==> config.mk <==
export PLATFORM = sky130hd
export DESIGN_NAME = pipe_stage_reg
export DESIGN_NICKNAME = d
export VERILOG_FILES = /design/src/rtl/pipe_stage_reg_pkg.sv /design/src/rtl/sat_counter.sv /design/src/rtl/pipe_stage_reg.sv
export SDC_FILE = /design/constraint.sdc
export NUM_CORES = 1
export LEC_CHECK = 0
export ABC_AREA = 1
export CAP_MARGIN = 20
export CORE_ASPECT_RATIO = 0.8
export CORE_MARGIN = 2
export CORE_UTILIZATION = 39
export DETAILED_ROUTE_END_ITERATION = 10
export GPL_ROUTABILITY_DRIVEN = 0
export HOLD_SLACK_MARGIN = 0.06
export PLACE_DENSITY_LB_ADDON = 0.2
export SLEW_MARGIN = 20
export SYNTH_ARGS = -nofsm -noshare
export SYNTH_HDL_FRONTEND = slang
export SYNTH_SLANG_ARGS = --single-unit
==> constraint.sdc <==
create_clock -name clk -period 1.4 [get_ports clk]
set_clock_uncertainty 0.1 [all_clocks]
set_input_delay 0.28 -clock clk [delete_from_list [all_inputs] [get_ports clk]]
set_output_delay 0.28 -clock clk [all_outputs]
set_load 0.1 [all_outputs]
==> src/rtl/pipe_stage_reg_pkg.sv <==
// Shared Y86 constants for the pipeline stage registers: instruction codes,
// register IDs, bubble-state field values and the per-edge stage action.
package pipe_stage_reg_pkg;

    // Y86 instruction codes.
    localparam logic [7:0] Y86_IHALT   = 8'h0;
    localparam logic [7:0] Y86_INOP    = 8'h1;
    localparam logic [7:0] Y86_IRRMOVL = 8'h2;
    localparam logic [7:0] Y86_IIRMOVL = 8'h3;
    localparam logic [7:0] Y86_IRMMOVL = 8'h4;
    localparam logic [7:0] Y86_IMRMOVL = 8'h5;
    localparam logic [7:0] Y86_IOPL    = 8'h6;
    localparam logic [7:0] Y86_IJXX    = 8'h7;
    localparam logic [7:0] Y86_ICALL   = 8'h8;
    localparam logic [7:0] Y86_IRET    = 8'h9;
    localparam logic [7:0] Y86_IPUSHL  = 8'hA;
    localparam logic [7:0] Y86_IPOPL   = 8'hB;

    // Y86 register IDs; RNONE marks "no register".
    localparam logic [7:0] Y86_REAX  = 8'h0;
    localparam logic [7:0] Y86_RECX  = 8'h1;
    localparam logic [7:0] Y86_REDX  = 8'h2;
    localparam logic [7:0] Y86_REBX  = 8'h3;
    localparam logic [7:0] Y86_RESP  = 8'h4;
    localparam logic [7:0] Y86_REBP  = 8'h5;
    localparam logic [7:0] Y86_RESI  = 8'h6;
    localparam logic [7:0] Y86_REDI  = 8'h7;
    localparam logic [7:0] Y86_RNONE = 8'hF;

    // Bubble-state values for the fields that do not come from parameters.
    localparam logic [7:0]  BUBBLE_IFUN = 8'h0;
    localparam logic [31:0] BUBBLE_VAL  = 32'h0;

    typedef enum logic [1:0] {
        ACT_LOAD   = 2'd0,
        ACT_STALL  = 2'd1,
        ACT_BUBBLE = 2'd2
    } stage_action_e;

endpackage

==> src/rtl/sat_counter.sv <==
// Saturating up-counter with synchronous clear (clear has priority) and
// increment enable; holds at all-ones instead of wrapping.
module sat_counter #(
    parameter int CNT_W = 32
) (
    input  logic             clk,
    input  logic             clr_i,
    input  logic             inc_i,
    output logic [CNT_W-1:0] cnt_o
);

    logic [CNT_W-1:0] cnt_q;
    logic [CNT_W-1:0] cnt_d;

    always_comb begin
        cnt_d = cnt_q;
        if (clr_i) begin
            cnt_d = '0;
        end else if (inc_i && (cnt_q != '1)) begin
            cnt_d = cnt_q + CNT_W'(1);
        end
    end

    // NOTE: sequential state uses non-blocking assignment so every flop samples pre-edge values.
    always_ff @(posedge clk) begin
        cnt_q <= cnt_d;
    end

    assign cnt_o = cnt_q;

endmodule

==> src/rtl/pipe_stage_reg.sv <==
// Y86 inter-stage pipeline register with load / stall / bubble control,
// slot validity and a stall+bubble conflict flag. Perf counters under PIPE_PERF_EN.
module pipe_stage_reg
    import pipe_stage_reg_pkg::*;
#(
    parameter int                BYTE_W    = 8,
    parameter int                WORD_W    = 32,
    parameter logic [BYTE_W-1:0] NOP_ICODE = BYTE_W'(Y86_INOP),
    parameter logic [BYTE_W-1:0] RNONE     = BYTE_W'(Y86_RNONE),
    parameter int                CNT_W     = 32
) (
    input  logic              clk,
    input  logic              rst,
    input  logic              stall_i,
    input  logic              bubble_i,
    input  logic [BYTE_W-1:0] in_icode_i,
    input  logic [BYTE_W-1:0] in_ifun_i,
    input  logic [BYTE_W-1:0] in_rA_i,
    input  logic [BYTE_W-1:0] in_rB_i,
    input  logic [BYTE_W-1:0] in_dstE_i,
    input  logic [BYTE_W-1:0] in_dstM_i,
    input  logic [WORD_W-1:0] in_valC_i,
    input  logic [WORD_W-1:0] in_valP_i,
    output logic [BYTE_W-1:0] out_icode_o,
    output logic [BYTE_W-1:0] out_ifun_o,
    output logic [BYTE_W-1:0] out_rA_o,
    output logic [BYTE_W-1:0] out_rB_o,
    output logic [BYTE_W-1:0] out_dstE_o,
    output logic [BYTE_W-1:0] out_dstM_o,
    output logic [WORD_W-1:0] out_valC_o,
    output logic [WORD_W-1:0] out_valP_o,
`ifdef PIPE_PERF_EN
    output logic [CNT_W-1:0]  stall_cnt_o,
    output logic [CNT_W-1:0]  bubble_cnt_o,
`endif
    output logic              valid_o,
    output logic              conflict_o
);

    typedef struct packed {
        logic [BYTE_W-1:0] icode;
        logic [BYTE_W-1:0] ifun;
        logic [BYTE_W-1:0] rA;
        logic [BYTE_W-1:0] rB;
        logic [BYTE_W-1:0] dstE;
        logic [BYTE_W-1:0] dstM;
        logic [WORD_W-1:0] valC;
        logic [WORD_W-1:0] valP;
    } stage_fields_t;

    localparam stage_fields_t BUBBLE_FIELDS = '{
        icode: NOP_ICODE,
        ifun:  BYTE_W'(BUBBLE_IFUN),
        rA:    RNONE,
        rB:    RNONE,
        dstE:  RNONE,
        dstM:  RNONE,
        valC:  WORD_W'(BUBBLE_VAL),
        valP:  WORD_W'(BUBBLE_VAL)
    };

    stage_action_e action;
    stage_fields_t fields_d, fields_q;
    logic          valid_d, valid_q;
    logic          conflict_d, conflict_q;

    // Bubble outranks stall so a squashed instruction can never be held.
    always_comb begin
        action = ACT_LOAD;
        if (bubble_i) begin
            action = ACT_BUBBLE;
        end else if (stall_i) begin
            action = ACT_STALL;
        end
    end

    // NOTE: every always_comb output gets a default first so no latch is inferred on any path.
    always_comb begin
        fields_d   = fields_q;
        valid_d    = valid_q;
        conflict_d = stall_i & bubble_i;
        case (action)
            ACT_BUBBLE: begin
                fields_d = BUBBLE_FIELDS;
                valid_d  = 1'b0;
            end
            ACT_LOAD: begin
                fields_d = '{
                    icode: in_icode_i,
                    ifun:  in_ifun_i,
                    rA:    in_rA_i,
                    rB:    in_rB_i,
                    dstE:  in_dstE_i,
                    dstM:  in_dstM_i,
                    valC:  in_valC_i,
                    valP:  in_valP_i
                };
                valid_d = 1'b1;
            end
            default: ;
        endcase
    end

    always_ff @(posedge clk) begin
        if (rst) begin
            fields_q   <= BUBBLE_FIELDS;
            valid_q    <= 1'b0;
            conflict_q <= 1'b0;
        end else begin
            fields_q   <= fields_d;
            valid_q    <= valid_d;
            conflict_q <= conflict_d;
        end
    end

    assign out_icode_o = fields_q.icode;
    assign out_ifun_o  = fields_q.ifun;
    assign out_rA_o    = fields_q.rA;
    assign out_rB_o    = fields_q.rB;
    assign out_dstE_o  = fields_q.dstE;
    assign out_dstM_o  = fields_q.dstM;
    assign out_valC_o  = fields_q.valC;
    assign out_valP_o  = fields_q.valP;
    assign valid_o     = valid_q;
    assign conflict_o  = conflict_q;

`ifdef PIPE_PERF_EN
    sat_counter #(.CNT_W(CNT_W)) u_stall_cnt (
        .clk   (clk),
        .clr_i (rst),
        .inc_i (action == ACT_STALL),
        .cnt_o (stall_cnt_o)
    );

    sat_counter #(.CNT_W(CNT_W)) u_bubble_cnt (
        .clk   (clk),
        .clr_i (rst),
        .inc_i (action == ACT_BUBBLE),
        .cnt_o (bubble_cnt_o)
    );
`endif

endmodule

**Yosys cells after proc, flatten, opt, wreduce, memory -nomap -nowiden**

Index checks and enable logic that the tools add are counted.

- Flip-flop bits (word level): 114
- Input port bits: 116
- Output and inout bits: 114
- Logic and storage cells: 18

- Equality and inequality tests: 1
- Multiplexer cells: 4
- Bitwise operators: 1
- Reduce and logical (&&, ||, !) cells: 2

Operator list:

| kind | count |
|---|---|
| case mux 112 bit (2 select lines) | 1 |
| == test 2 bit, second input constant | 1 |
| zero test 2 bit | 1 |
| two-way mux 2 bit | 1 |
| case mux 1 bit (2 select lines) | 1 |
| nonzero test 2 bit | 1 |
| bitwise AND 1 bit | 1 |
| two-way mux 1 bit | 1 |

**Logic depth before layout (Yosys ltp)**

Gate-level depths: netlist (run 1).

- Depth in word-level cells: 4
- Mapped depth: 6
- Depth with buffers taken out: 4

**Worst setup path before layout (run 1)**

Ideal clock, no wire load.

- Path type: reg2reg
- From: register, netlist name out_rA_o[5]
- To: register fields_q (netlist bit out_rA_o[5])
- Library setup time: 0.070 ns
- Data arrival time: 1.219 ns
- Data required time: 1.230 ns
- Path slack: 0.011 ns
- Stages on the path, launching flop included: 3
- Buffers on the path: 0
- Clock period less this slack: 1.389 ns
- Cell sequence: dfxtp_1 > nand3_1 > a21oi_1

RTL lines:

| item | line | text |
|---|---|---|
| end signal: assignment | pipe_stage_reg.sv:110 | `fields_q <= fields_d;` |
| end: declaration | pipe_stage_reg.sv:63 | `stage_fields_t fields_d, fields_q;` |

**Final worst setup path (run 1)**

- From: register fields_q (netlist bit out_valC_o[20])
- To: output out_valC_o[20]

RTL lines:

| item | line | text |
|---|---|---|
| end: declaration | pipe_stage_reg.sv:30 | `output logic [WORD_W-1:0] out_valC_o,` |

No word-level cell between the ends.

==> impl_results.md, run 1 <==
* Synth Area in Simple Gates at 0.2523
* Vias in the first global route at 4507
* Hold-fix buffers, CTS at 0
* Clock Tree Root: clkbuf_16
* Fin cells at 877
* Starting Density at 0.4043
* DRT Pass-1 Iters at 5
* Util after Layout at 0.8042
* CTS tree: done
* # fillers at 650
* Nets at between 800 and 900
* Row count at 33
* Peak Freq at between 700 and 800 MHz
* Measured slew at the worst slew-check pin at 0.4670 ns
* Crit path max-delay family: flip-flops
* Syn Inst Count at 506
* I/O pins at 230
* Crit path required time at 1.02 ns
* First-pass GRT wire length at between 20 and 25 mm
* Seq cells post-synth at about 110
* Largest family of logic cells by synthesized area: simple AND/OR/NAND/NOR gates
* Synth async-reset ratio at 0
* Share of the synthesized area in the top cell type at 0.5446
* Hold Path Depth at 3
* Arrival time at the worst endpoint at 0.99 ns
* Final hold vios at 0
* Hold path startpoint: stall_i
* Setup TNS at 0 ns
* Post-Synth Adder-Cell Area at 0
* WHS Endpoint: out_valP_o[26]$_SDFFE_PP0P_
* Buffers & Inverters on Critical Path at 1
* Most used DFF post-synth: dfxtp_1
* Synth area leaders: dfxtp_1 (54%), a21oi_1 (13%), nand3_1 (12%)
* Num CTS Buffers at 17
* Clock sinks at between 100 and 150
* Post-Place Worst Slack at -0.3896 ns
* DR iter-0 viols at 361
* Port Buffers at 229
* Initial antenna violation count at 0
* Worst reg2reg startpoint: out_valP_o[29]$_SDFFE_PP0P_
* Depth of the most critical reg-to-reg path at 2
* Final WL at 14.48 mm
* LEAKAGE at roughly 3.1 nW
* Levels on crit path at 1
* Mapped Area at 4190 um^2
* Mux cell area share after synthesis at 0
* Clock slew at reported path FFs at 0.05 ns
* Core area at 10360 um^2
* Largest net degree at the start of global routing at 76
* Clk_lat worst skew at 0.40 ns
* Vias per cell at 5.155
* Share of cells above drive strength 1 at 0.2673
* Routed wire length per instance at roughly 17 um
* Seq/Total Area, Yosys at 0.5446
* Min Tclk post-route at 1.373 ns
* Status: finished, final reports clean
* H-tree depth at 4
* Yosys top cell by area: dfxtp_1
* Final setup margin at 0.02725 ns
* Worst Path Max Fanout at 2
* Slowest cell on crit path: dfxtp_1
* Max rail drop VDD at 926.3 uV
* Area growth syn-to-layout at 98.90%
* Syn_nets at 622
* Total GRT Usage at 0.2498
* Max Slew Vio Count at 0
* RSZ-0062 raised after global routing: false
* Multi-input gate area in the final layout at ~1600 um^2
* Synth Area in XOR/XNOR at 0
* Max Buffers Root-to-Sink at 2
* Die Width at 119.9 um
* Routed Antenna Nets at 0
* Critical path type: reg -> out
* Most frequent cells after synthesis: dfxtp_1 (114), a21oi_1 (112), nand2_1 (112)
* Hold WC Path Type: in -> reg
* Setup-failing EPs final at 0
* Die height at around 97 um
* Worst setup EP type: output pin
* DR DRC count at 0
* Synth unique cells at 16
* Relative slew slack at 0.6867
* CP peak stage delay at between 0.3 and 0.4 ns
* Overall power at 0.009560 W
* Crit path cell chain: buf_12
* Most frequent cell after synthesis: dfxtp_1
* P per Cell Area at 1147 nW/um^2
* Crit share post-route at 0.9805
* Mean area per synthesized cell at 8.281 um^2
* Antenna Cells at 0
* Crit start category: flop
* GR Overflow Total at 0
* RR Endpoint: out_valP_o[29]$_SDFFE_PP0P_
* Max-Cap Viols at 0
* R2R setup slack at 0.56 ns
* Compound-Gate Fraction of Synth Area at 0.1350
* Hpwl dp at 10.33 mm
* Post-synth EDFFs at 0
* Via count at 4521
* Seq. cell area at 2308 um^2
* Placed cells at 842
* YS warnings at 0
* Die ar. at about 12000 um^2
[area by class of cell]
class                           instances  share of cell area
Clock buffer                           22             0.05570
Clock inverter                         10             0.01021
Inverter                                3            0.001651
Multi-Input combinational cell        341              0.1947
Sequential cell                       114              0.2770
Tap cell                              140             0.02102
Timing Repair Buffer                  247              0.4397
[flip-flops by register name, summed over array words and instances, names as in the netlist]
register	count
out_dstE_o	8
out_rB_o	8
out_ifun_o	8
out_valP_o	32
valid_o	1
conflict_o	1
out_dstM_o	8
out_icode_o	8
out_valC_o	32
out_rA_o	8
[per-layer routing]
metal | vias to the layer above | global-route usage | wire, um
li1 | 2155 | - | -
met1 | 2143 | 0.2716 | 5399
met2 | 191 | 0.4273 | 7434
met3 | 32 | 0.09493 | 1203
met4 | 0 | 0.1195 | 444
met5 | - | 0 | 0
[report_power, final]
part / total, W / internal [W] / switching (W) / leakage [nW]
Combinational: 0.00212 / 0.000854 / 0.00126 / 1.94
Sequential: 0.00350 / 0.00337 / 0.000128 / 0.936
Clock: 0.00394 / 0.00251 / 0.00143 / 0.262
Total: 0.00956 / 0.00674 / 0.00282 / 3.13
[timing repair]
action	CTS	global route
buffers inserted	3	0
resized for setup	1	21
endpoints found under the hold margin	0	0
setup endpoints to repair	2	30
pin swaps	1	0
[logic make-up (layout without fill, tap and decap cells)]
kind of cell           Yosys count  in the layout
and+or+nand+nor                228            228
DFF                            114            114
AOI/OAI and AO/OA              113            113
buffers and inverters           51            282
[per-stage QoR]
step	hold slack (ns)	area, um^2
6_report	0.1489	8334
5_1_grt	0.1364	8334
4_1_cts	0.1306	8305
3_5_place_dp	0.4097	7732
3_3_place_gp	0.3993	7732
2_1_floorplan	0.3073	4190
[how the worst max path moves through the flow]
stage / startpoint / end / slack (ns)
floorplan: out_rA_o[5]$_SDFFE_PP0P_ / out_rA_o[5]$_SDFFE_PP0P_ / 0.01
global placement: bubble_i / out_rB_o[3]$_SDFFE_PP1P_ / -0.32
detailed placement: bubble_i / out_dstM_o[1]$_SDFFE_PP1P_ / -0.39
CTS: out_ifun_o[2]$_SDFFE_PP0P_ / out_ifun_o[2] / 0.002
global route: out_valP_o[6]$_SDFFE_PP0P_ / out_valP_o[6] / 0.00007
finish: out_valC_o[20]$_SDFFE_PP0P_ / out_valC_o[20] / 0.03
[cells in the final DEF, fill, tap and decap left out]
cell,n
dfxtp_2,21
clkinv_2,5
nor2_4,2
inv_4,1
clkdlybuf4s50_1,113
clkinvlp_4,4
buf_6,1
clkbuf_16,17
dfxtp_1,93
buf_4,10
clkbuf_8,2
a21oi_1,112
clkbuf_1,3
nand3_1,104
clkinv_1,1
o21ai_1,1
nor3_2,1
nor2_1,1
nand2_1,112
inv_2,1
nand3_2,8
buf_12,122
bufinv_16,1
buf_2,1
Note: power is estimated with default switching activity, not from simulation.
==> run 2, diff against run 1 <==
CORE_UTILIZATION = 42   (was 39)
TNS_END_PERCENT = 30   (was unset)
clock period = 1.6 ns   (was 1.4 ns; I/O delays follow)
==> run 2 against run 1 <==
  * Global-route usage increased by 2.2 points
  * Wire length rose by 0.48%
  * Sequential cell count unchanged
  * Non-clock buffer count decreased by 2
  * Combinational power decreased by 13%
  * Hold slack got worse by 0.027 ns
  * Die area shrank 6.9%
  * Cell count decreased by 0.91%
  * Largest cell class unchanged
==> impl_results.md, run 2 (synthesis results as in run 1) <==
* Status: finished, final reports clean
* Crit path required time at 1.84 ns
* Crit path cell chain: clkdlybuf4s50_1, buf_4, buf_4, nor2_4, nand2_1, nand3_1
* DR DRC count at 0
* CTS tree: done
* Die ar. at 10800 um^2
* Worst setup EP type: flop
* Postcts setup bufs at 0
* Fin cells at 869
* DRT Pass-1 Iters at 4
* Crit share post-route at 0.9051
* Hold path startpoint: rst
* Max-Cap Viols at 0
* Worst Path Max Fanout at 17
* Setup TNS at 0 ns
* Hpwl dp at roughly 10 mm
* Placed cells at 839
* Die Width at approximately 120 um
* Critical path's most frequent cell: buf_4
* Peak Freq at 690.5 MHz
* Total GRT Usage at 0.2714
* Clk_lat worst skew at 0.40 ns
* Final WL at 14.55 mm
* Depth of the most critical reg-to-reg path at 2
* CP peak stage delay at 0.40 ns
* RSZ-0062 raised after global routing: false
* R2R setup slack at approximately 0.70 ns
* Hold Path Depth at 2
* Initial antenna violation count at 0
* # fillers at 514
* Row count at 32
* Routed wire length per instance at 16.75 um
* GR Util met3 at 0.08879
* RR Endpoint: out_ifun_o[0]$_SDFFE_PP0P_
* GR Util met1 at 0.3009
* Critical path type: in -> reg
* P per Cell Area at approximately 1000 nW/um^2
* Vias in the first global route at 4539
* Clock Tree Root: clkbuf_16
* Most frequent cells in the layout: buf_12 (120), dfxtp_1 (114), clkdlybuf4s50_1 (113), a21oi_1 (112), nand2_1 (112)
* Core area at 9689 um^2
* Int Power at 0.006243 W
* Measured slew at the worst slew-check pin at around 0.4 ns
* Post-CTS sizing at 0
* Area growth syn-to-layout at 98.30%
* NetSw at between 0.002 and 0.0025 W
* Share of cells above drive strength 1 at 0.2360
* Num CTS Buffers at 17
* DR iter-0 viols at 306
* Max Slew Vio Count at 0
* Clock sinks at 114
* I/O pins at 230
* Antenna Cells at 0
* Combinational share of power at 0.212
* LEAKAGE at ~3.1 nW
* Sequential share of power at 0.353
* Hold slack at 0.1223 ns
* Largest net degree at the start of global routing at 71
* Crit start category: input pin
* Max Buffers Root-to-Sink at 2
* M2 GR Usage at 0.4766
* Hold WC Path Type: in -> reg
* Port Buffers at 229
* Clk pwr share at 0.435
* Min Tclk post-route at 1.448 ns
* First-pass GRT wire length at 22.74 mm
* Final hold vios at 0
* Via count at 4510
* Vias per cell at 5.190
* Routed Antenna Nets at 0
* Crit path max-delay family: buffers and inverters
* Arrival time at the worst endpoint at about 1.7 ns
* Hold-fix buffers, CTS at 0
* Starting Density at 0.4325
* GR Overflow Total at 0
* Relative slew slack at 0.7323
* Max rail drop VDD at 778.6 uV
* Most common cell after layout, fill and taps aside: buf_12
* WHS Endpoint: out_valP_o[25]$_SDFFE_PP0P_
* Switching share of power at 0.2801
* Clock slew at reported path FFs at 0.05 ns
* Slowest cell on crit path: clkdlybuf4s50_1
* Worst reg2reg startpoint: out_ifun_o[0]$_SDFFE_PP0P_
* H-tree depth at 4
* Setup-failing EPs final at 0
* Buffers & Inverters on Critical Path at 3
* Overall power at 0.008671 W
* GR peak layer: met2
* Nets at 838
* Die height at ~93 um
## run 2: changes by cell type in the layout (fill, tap and decap cells not counted)
| cell | previous run | this run |
|---|---|---|
| clkbuf_1 | 3 | 2 |
| clkbuf_8 | 2 | 7 |
| buf_6 | 1 | 0 |
| dfxtp_1 | 93 | 114 |
| bufinv_16 | 1 | 2 |
| clkinv_2 | 5 | 2 |
| dfxtp_2 | 21 | 0 |
| clkinvlp_4 | 4 | 0 |
| buf_12 | 122 | 120 |
| buf_4 | 10 | 11 |
## run 2: per-layer routing
metal,vias to the layer above,routed length [um]
li1,2146,-
met1,2152,5507
met2,180,7523
met3,32,1153
met4,0,367
met5,-,0
## run 2: how the worst max path moves through the flow
stage / from / to / slack (ns) / cells after the start
global placement: bubble_i / out_valC_o[13]$_SDFFE_PP0P_ / -0.09 / 6
CTS: out_ifun_o[6]$_SDFFE_PP0P_ / out_ifun_o[6] / 0.15 / 1
floorplan: out_rA_o[5]$_SDFFE_PP0P_ / out_rA_o[5]$_SDFFE_PP0P_ / 0.21 / 2
global route: bubble_i / out_icode_o[0]$_SDFFE_PP1P_ / 0.10 / 6
finish: bubble_i / out_icode_o[0]$_SDFFE_PP1P_ / 0.15 / 6
detailed placement: bubble_i / out_dstE_o[2]$_SDFFE_PP1P_ / -0.17 / 6
## run 2: worst reg2reg max path: stages (launching register included)
cell	delay (ns)
dfxtp_1	0.41
nand3_2	0.10
a21oi_1	0.21
## run 2: power by group through the flow
stage	registers, W	logic [W]	clock network, W
after floorplan	0.00379	0.000302	0
after global placement	0.00311	0.00181	0
final	0.00306	0.00184	0.00377
after CTS	0.00306	0.00184	0.00380
after global routing	0.00307	0.00191	0.00394
after detailed placement	0.00312	0.00183	0
## run 2: layout make-up
| class | count | area (um^2) | share of cell area |
|---|---|---|---|
| well taps | 136 | 170.2 | 0.02048 |
| multi-input cells | 341 | 1623 | 0.1953 |
| repair buffers | 245 | 3621 | 0.4358 |
| clock buffers | 26 | 529.3 | 0.06370 |
| flip-flops and latches | 114 | 2282 | 0.2747 |
| clock inverters | 4 | 70.07 | 0.008432 |
| inverters | 3 | 13.76 | 0.001656 |
## run 2: metrics by stage
step	area, um^2	util	worst slack [ns]
final	8309	0.8576	0.1518
after global routing	8309	0.8576	0.1013
after CTS	8309	0.8576	0.1493
after detailed placement	7710	0.7957	-0.1719
after global placement	7710	0.7957	-0.09149
after floorplan	4190	-	0.2108
==> run 3, diff against run 2 <==
ABC_AREA = unset   (was 1)
CORE_UTILIZATION = 41   (was 42)
==> run 3 against run 2 <==
  * Power is 4.3% lower
  * Synthesized cell count down 27%
  * Synthesized area shrank 4.0%
  * Fmax up 1.2%
  * Critical path depth is 5 lower
  * Combinational power fell by 5%
  * Critical path type is now reg -> out
  * Largest cell class unchanged
  * Highest routed layer unchanged
==> impl_results.md, run 3 <==
* Measured slew at the worst slew-check pin at 0.2843 ns
* Postcts setup bufs at 0
* Starting Density at 0.4185
* Hold WC Path Type: in -> reg
* Most frequent cells after synthesis: dfxtp_1 (114), mux2i_1 (112), nor2_1 (97)
* Post-route cell area at 8168 um^2
* Multi-input gate area in the final layout at 1567 um^2
* Worst Path Max Fanout at 2
* Max Slew Vio Count at 0
* Worst setup EP type: output pin
* Die Width at between 100 and 150 um
* Seq/Total Area, Yosys at 0.5675
* DR DRC count at 0
* Row count at 32
* Setup-failing EPs final at 0
* Depth of the most critical reg-to-reg path at 2
* Syn Inst Count at 369
* Final hold vios at 0
* Post-CTS sizing at 0
* Share of the synthesized area in the top cell type at 0.5675
* Switching share of power at 0.2796
* P per Cell Area at 1016 nW/um^2
* Port Buffers at 229
* Clock slew at reported path FFs at 0.05 ns
* Yosys top cell by area: dfxtp_1
* Most used DFF post-synth: dfxtp_1
* Hold-fix buffers, CTS at 0
* Hold slack at 0.2007 ns
* Crit path max-delay family: flip-flops
* Seq. cell area at 2282 um^2
* Max Buffers Root-to-Sink at 2
* Crit start category: flop
* First-pass GRT wire length at 19.55 mm
* NetSw at 0.002320 W
* Placed cells at 705
* Die ar. at 10620 um^2
* Mapped Area at 4021 um^2
* Synth async-reset ratio at 0
* Most frequent cell after synthesis: dfxtp_1
* Min Tclk post-route at between 1 and 1.5 ns
* Crit path cell chain: buf_12
* Max-Cap Viols at 0
* Max rail drop VDD at around 1000 uV
* Worst setup startpoint: out_valP_o[3]$_SDFFE_PP0P_
* Routed Antenna Nets at 0
* Hold path startpoint: stall_i
* DR iter-0 viols at 117
* Clock sinks at 114
* Die height at ~90 um
* Antenna Cells at 0
* Crit path required time at between 1 and 1.5 ns
* Initial antenna violation count at 0
* Peak Freq at 698.7 MHz
* Post-synth EDFFs at 0
* Clock Tree Root: clkbuf_16
* Arrival time at the worst endpoint at 1.01 ns
* Via count at 3478
* Vias in the first global route at 3803
* RR Endpoint: out_valP_o[6]$_SDFFE_PP0P_
* RSZ-0062 raised after global routing: false
* Syn_nets at 485
* YS warnings at 0
* Mean area per synthesized cell at 10.90 um^2
* DRT Pass-1 Iters at 4
* R2R setup slack at 0.78 ns
* Crit share post-route at 0.8945
* Combinational share of power at 0.211
* CTS tree: done
* Vias per cell at 4.732
* Seq cells post-synth at approximately 110
* LEAKAGE at approximately 3.6 nW
* Area growth syn-to-layout at 103.1%
* Routed wire length per instance at ~17 um
* Hpwl dp at 9.081 mm
* Nets at 721
* CP peak stage delay at 0.40 ns
* Status: finished, final reports clean
* Final WL at 12.63 mm
* Num CTS Buffers at 17
* Levels on crit path at 1
* Int Power at roughly 0.006 W
* # fillers at 493
* Share of cells above drive strength 1 at 0.2532
* End of the critical path: out_valP_o[3]
* Sequential share of power at 0.367
* Most frequent cells in the layout: buf_12 (121), dfxtp_1 (114), clkdlybuf4s50_1 (114), mux2i_1 (112), nor2_1 (97)
* Largest net degree at the start of global routing at 49
* Clk pwr share at 0.422
* Synth unique cells at 11
* Overall power at 0.008298 W
* I/O pins at 230
* Core area at 9609 um^2
* Critical path type: reg -> out
* Buffers & Inverters on Critical Path at 1
* Synth area leaders: dfxtp_1 (57%), mux2i_1 (28%), nor2_1 (9.1%)
* Clk_lat worst skew at 0.40 ns
* GR Overflow Total at 0
* Most common cell after layout, fill and taps aside: buf_12
* Setup TNS at 0 ns
* Worst reg2reg startpoint: out_valP_o[6]$_SDFFE_PP0P_
* Relative slew slack at 0.8105
* Fin cells at around 740
* H-tree depth at 4
* Slowest cell on crit path: dfxtp_1
* Total GRT Usage at 0.2413
* Post-DP Area at around 7600 um^2
-- run 3: cell count changes in the layout (fill, tap and decap cells not counted), sizes merged, moves of 4 or more --
| cell | delta |
|---|---|
| nor2 | +94 |
| a21oi | -111 |
| mux2i | +112 |
| nand3 | -112 |
| buf | -4 |
| nand2 | -94 |
-- run 3: layer usage --
| layer | up-vias | part of all wire | GRT usage |
|---|---|---|---|
| met5 | - | 0 | 0 |
| met3 | 23 | 0.082 | 0.08966 |
| li1 | 1687 | - | - |
| met4 | 0 | 0.022 | 0.09538 |
| met1 | 1622 | 0.37 | 0.2457 |
| met2 | 146 | 0.53 | 0.4453 |
-- run 3: power by group through the flow --
stage / Combinational, W / Sequential (W) / Clock [W]
finish: 0.00175 / 0.00304 / 0.00351
CTS: 0.00176 / 0.00304 / 0.00355
detailed placement: 0.00174 / 0.00310 / 0
global route: 0.00181 / 0.00305 / 0.00370
floorplan: 0.000315 / 0.00372 / 0
global placement: 0.00172 / 0.00309 / 0
-- run 3: worst min path at each step --
stage	to	slack [ns]	depth (start not counted)
floorplan	conflict_o$_SDFF_PP0_	0.29	1
global placement	valid_o$_SDFFE_PP0P_	0.38	2
detailed placement	valid_o$_SDFFE_PP0P_	0.38	2
CTS	valid_o$_SDFFE_PP0P_	0.19	2
global route	valid_o$_SDFFE_PP0P_	0.23	2
finish	valid_o$_SDFFE_PP0P_	0.20	2
-- run 3: per-stage QoR --
step	setup slack, ns	utilization
after floorplan	0.2471	-
after global placement	0.05374	0.7931
after detailed placement	0.005218	0.7931
after CTS	0.1604	0.8500
after global routing	0.1441	0.8500
final	0.1688	0.8500
-- run 3: cells by family after synthesis --
kind of cell | Yosys count | share of synthesized area
DFF | 114 | 0.5675
muxes | 112 | 0.2788
buffers and inverters | 26 | 0.04356
AOI/OAI and AO/OA | 1 | 0.001243
and+or+nand+nor | 116 | 0.1089
-- run 3: cell type report --
cell class | count | area share
repair buffers | 242 | 0.4432
inverters | 1 | 0.0004596
clock inverters | 6 | 0.006740
well taps | 119 | 0.01823
flip-flops and latches | 114 | 0.2794
multi-input cells | 229 | 0.1918
clock buffers | 24 | 0.06020
